$ cat src/rtl/radix_4_otf_converter.sv
// Radix-4 on-the-fly quotient converter: folds signed digits into Q / QM (Q - 1 ulp).
// Optional one-hot digit checking is enabled by defining RADIX_4_OTF_ONEHOT_CHECK_EN.
module radix_4_otf_converter #(
    parameter int WIDTH = 32,
    parameter int CNT_W = $clog2(WIDTH/2) + 1
) (
    input  logic             clk,
    input  logic             rst,
    input  logic             start_valid_i,
    output logic             start_ready_o,
    input  logic [CNT_W-1:0] iter_num_i,
    input  logic             quot_valid_i,
    output logic             quot_ready_o,
    input  logic [4:0]       quot_i,
    output logic             res_valid_o,
    input  logic             res_ready_i,
    output logic [WIDTH-1:0] q_o,
    output logic [WIDTH-1:0] qm_o,
    output logic             err_o
);

    typedef enum logic [1:0] {IDLE, ITER, DONE} state_t;

    state_t           state_reg;
    logic [WIDTH-1:0] q_reg;
    logic [WIDTH-1:0] qm_reg;
    logic [WIDTH-1:0] q_next;
    logic [WIDTH-1:0] qm_next;
    logic [CNT_W-1:0] cnt_reg;
    logic [4:0]       digit;

`ifdef RADIX_4_OTF_ONEHOT_CHECK_EN
    logic err_reg;
    logic legal;
    assign legal = (quot_i != 5'd0) && ((quot_i & (quot_i - 5'd1)) == 5'd0);
    // An illegal code is folded in as digit 0 so Q/QM stay well defined.
    assign digit = legal ? quot_i : 5'b00100;
    assign err_o = err_reg;
`else
    assign digit = quot_i;
    assign err_o = 1'b0;
`endif

    // Candidate next values indexed by digit bit: 4:+2 3:+1 2:0 1:-1 0:-2.
    logic [WIDTH-1:0] q_cand  [5];
    logic [WIDTH-1:0] qm_cand [5];
    logic [WIDTH-1:0] q_term  [5];
    logic [WIDTH-1:0] qm_term [5];

    assign q_cand[4]  = {q_reg[WIDTH-3:0],  2'b10};
    assign qm_cand[4] = {q_reg[WIDTH-3:0],  2'b01};
    assign q_cand[3]  = {q_reg[WIDTH-3:0],  2'b01};
    assign qm_cand[3] = {q_reg[WIDTH-3:0],  2'b00};
    assign q_cand[2]  = {q_reg[WIDTH-3:0],  2'b00};
    assign qm_cand[2] = {qm_reg[WIDTH-3:0], 2'b11};
    assign q_cand[1]  = {qm_reg[WIDTH-3:0], 2'b11};
    assign qm_cand[1] = {qm_reg[WIDTH-3:0], 2'b10};
    assign q_cand[0]  = {qm_reg[WIDTH-3:0], 2'b10};
    assign qm_cand[0] = {qm_reg[WIDTH-3:0], 2'b01};

    generate
        for (genvar gi = 0; gi < 5; gi++) begin : g_term
            assign q_term[gi]  = {WIDTH{digit[gi]}} & q_cand[gi];
            assign qm_term[gi] = {WIDTH{digit[gi]}} & qm_cand[gi];
        end
    endgenerate

    always_comb begin
        q_next  = '0;
        qm_next = '0;
        for (int i = 0; i < 5; i++) begin
            q_next  = q_next  | q_term[i];
            qm_next = qm_next | qm_term[i];
        end
    end

    always_ff @(posedge clk) begin
        if (rst) begin
            state_reg <= IDLE;
            q_reg     <= '0;
            qm_reg    <= '0;
            cnt_reg   <= '0;
`ifdef RADIX_4_OTF_ONEHOT_CHECK_EN
            err_reg   <= 1'b0;
`endif
        end else begin
            case (state_reg)
                IDLE: begin
                    if (start_valid_i) begin
                        q_reg     <= '0;
                        qm_reg    <= '1;
                        cnt_reg   <= iter_num_i;
`ifdef RADIX_4_OTF_ONEHOT_CHECK_EN
                        err_reg   <= 1'b0;
`endif
                        state_reg <= (iter_num_i == '0) ? DONE : ITER;
                    end
                end
                ITER: begin
                    if (quot_valid_i) begin
                        q_reg   <= q_next;
                        qm_reg  <= qm_next;
                        cnt_reg <= cnt_reg - CNT_W'(1);
`ifdef RADIX_4_OTF_ONEHOT_CHECK_EN
                        if (!legal) err_reg <= 1'b1;
`endif
                        if (cnt_reg == CNT_W'(1)) state_reg <= DONE;
                    end
                end
                DONE: begin
                    if (res_ready_i) state_reg <= IDLE;
                end
                default: state_reg <= IDLE;
            endcase
        end
    end

    assign start_ready_o = (state_reg == IDLE);
    assign quot_ready_o  = (state_reg == ITER);
    assign res_valid_o   = (state_reg == DONE);
    assign q_o           = q_reg;
    assign qm_o          = qm_reg;

endmodule
$ cat config.mk
export PLATFORM = sky130hd
export DESIGN_NAME = radix_4_otf_converter
export DESIGN_NICKNAME = d
export VERILOG_FILES = /design/src/rtl/radix_4_otf_converter.sv
export SDC_FILE = /design/constraint.sdc
export NUM_CORES = 1
export LEC_CHECK = 0
export CORE_MARGIN = 10
export CORE_UTILIZATION = 25
export DETAILED_ROUTE_END_ITERATION = 8
export GPL_ROUTABILITY_DRIVEN = 0
export PLACE_DENSITY = 0.56
export SYNTH_ARGS = -nofsm -noshare
export SYNTH_HDL_FRONTEND = slang
export SYNTH_SLANG_ARGS = --single-unit
$ cat constraint.sdc
create_clock -name clk -period 1.5 [get_ports clk]
set_input_delay 0.225 -clock clk [delete_from_list [all_inputs] [get_ports clk]]
set_output_delay 0.225 -clock clk [all_outputs]
set_load 0.01 [all_outputs]
==> metrics.txt <==
power share of the sequential group=roughly a third; Root Driver=clkbuf_16; final wirelength=approximately 12 mm; Clock Skew=0.00648 ns; Reg clk slew, reported paths=approximately 0.06 ns; CP peak stage delay=roughly 0.33 ns; Reg2Reg Depth=6; Worst Setup Path Type=reg -> out; reg2reg end=qm_o[29]; I/O pins=83; CTS tree=built; H-tree levels=3; post-route ant nets=0; EDFF count, synth=0; r2r setup slk=approximately 0.11 ns; RSZ-0062 raised after global routing=false; Post-Syn Area=0.00317 mm2; post-synthesis cell type count=just over 40; Nets=~460; final clock period utilization by the worst path=96.4%; crit path cell chain=nand2b_4 > inv_2 > dlygate4sd2_1; area leader, netlist=dfxtp_1; Synth-to-Final Area Change=52.4%; Skew-Pair Late Insertion Delay=between 0.3 and 0.4 ns; switching pwr=about 2400 uW; Fin. Hold Viols=0; Iter 0 DRT Violations=between 200 and 250; drt via density=approximately 5; Hold Crit Endpoint=q_o[1]; Num Clock Sinks=between 70 and 80; vias in the first global route=3,107; Die Y=133 um; pin count of the biggest net entering global routing=72; core footprint=between 0.01 and 0.015 mm2; top-area cell type share of the netlist area=between 40% and 50%; GR Util met1=between 10% and 20%; DR vias=roughly 3,200; ys flop type=dfxtp_1; Fmax=~0.7 GHz; Synth area leaders=dfxtp_1, a221oi_1, a22o_1; Starting Density=25.3%; Int Power=between 4000 and 5000 uW; GR peak layer=met2; Seq/Total Area, Yosys=44.8%; Max-cap violations=0; switching portion of total power=between 30% and 40%; die area=0.0176 mm2; hold wc startpoint=quot_i[4]; site row count=41; Final TNS setup=0 ns; PwrDens=between 1500 and 2000 mW/mm2; met3 global-route usage=about 4.7%; reg-to-reg critical path startpoint=state_reg[0]; asr flop ratio synth=0%; Gate power share=between 30% and 40%; drt drc=0; Core Util, Final=just under 40%; HPWL after detailed placement=approximately 7.3 mm; Final Critical Period=1.45 ns; area post-placement=0.00428 mm2; Leak=~0.0022 uW; first-pass GRT wire length=17.3 mm; endpoints failing setup=0; share of layout cells above drive strength 1=about 20%; Clock Path Buffers=2; Hold Path Cell Cnt=3; CP max FO=7; Post CTS Setup Buffer Count=0; Die W=between 100 and 150 um; CP Capture Type=output pin; startpoint types=flop; CP Data Arrival Time=between 1 and 1.5 ns; GRT overflow=0; port bufs=81; Mapped Nets=370; CTS buffer count=9; Synth Warn #=0; Pre-antenna DRT Iters=4; met2 Use GR=a little under a fifth; Min-Delay Path Class=in -> reg; Routed WL per cell=18.8 um; CP max-delay cell=dfxtp_2; Mean Syn Cell Area=between 8 and 9 um2; Max Slew Vio Count=0; worst vdd ir=around 680 uV; post-route cell area=0.00483 mm2; highest-count cells in the layout ignoring fill and taps=dfxtp_1, nor2_1, dlygate4sd2_1; initial antenna violation count=1; Worst Setup SP=state_reg[1]; outcome=finished, final reports clean; Clock Power Share=between 30 and 40%; Total Routing Usage GR=12.1%; most common cell after layout, fill and taps aside=dfxtp_1; worst path required time=~1.3 ns; Gate Count Post-Synth=353; Synth Register Bits=71
Yosys cell counts (all sizes together) (2+ instances only):
cell type and count:
dfxtp 71, nor2 66, nor3 32, a22oi 31
a221oi 30, a22o 30, clkbuf 21, buf 16
a21oi 7, nand2 7, inv 6, o21ai 4
a211oi 3, nor2b 3, or2 3, ha 2
nand2b 2, o221ai 2, or3 2, xor2 2
worst max-delay path by stage:
stage               slack [ns]  cells after the start           end
floorplan                 0.08                      7        q_o[2]
global placement         -0.37                      6       qm_o[9]
detailed placement       -0.38                      6       qm_o[9]
CTS                      -0.03                      6      qm_o[31]
global route             0.005                      6      qm_o[16]
finish                    0.05                      3  quot_ready_o
metal layers:
layer | wire length, um | vias to the layer above
met5 | 0 | -
li1 | - | 1496
met2 | 5250 | 113
met3 | 968 | 15
met4 | 194 | 0
met1 | 5180 | 1543
power groups by stage:
stage / combinational [uW] / clock [uW] / sequential (uW)
after global placement: 2340 / 0 / 2580
after floorplan: 1270 / 0 / 2610
final: 2420 / 2420 / 2580
after CTS: 2200 / 2470 / 2540
after global routing: 2620 / 2550 / 2630
after detailed placement: 2360 / 0 / 2590
what timing repair did:
| item | in CTS | in global routing |
|---|---|---|
| gates cloned | 0 | 2 |
| setup endpoints to repair | 76 | 65 |
| gates resized for setup | 65 | 47 |
| hold buffers | 0 | 0 |
| pin swaps | 0 | 2 |
through the flow:
stage          setup slack (ns)  hold slack (ns)  total power [uW]  std cells
6_report                 0.0536            0.313              7420        617
5_1_grt                 0.00464            0.361              7810        616
4_1_cts                 -0.0289            0.366              7210        614
3_5_place_dp             -0.375            0.477              4950        598
3_3_place_gp             -0.373            0.470              4920        598
2_1_floorplan            0.0798            0.390              3890        353
cell type report:
cell class / count / area [um2]
Multi-Input combinational cell: 239 / 1710
Fill cell: 1269 / 7680
Inverter: 6 / 22.5
Tap cell: 172 / 215
Timing Repair Buffer: 112 / 1120
Clock buffer: 10 / 229
Clock inverter: 6 / 109
Antenna cell: 1 / 2.50
Sequential cell: 71 / 1420
worst max-delay path: cells and delay by family (launching register included):
family	cells	cell delay (ns)
buffers and inverters	2	0.38
flip-flops	1	0.33
AND/OR/NAND/NOR	1	0.17
logic make-up (layout without fill, tap and decap cells):
kind of cell | Yosys count | after routing | synth area share [%]
muxes | 2 | 2 | 0.789
adders and majority gates | 2 | 2 | 0.789
and+or+nand+nor | 120 | 120 | 17.2
AOI/OAI and AO/OA | 112 | 112 | 28.5
other | 1 | 2 | 0.118
buffers and inverters | 43 | 134 | 7.30
DFF | 71 | 71 | 44.8
xor gates and xnor gates | 2 | 2 | 0.553
Power figures use the tool's default switching activity.
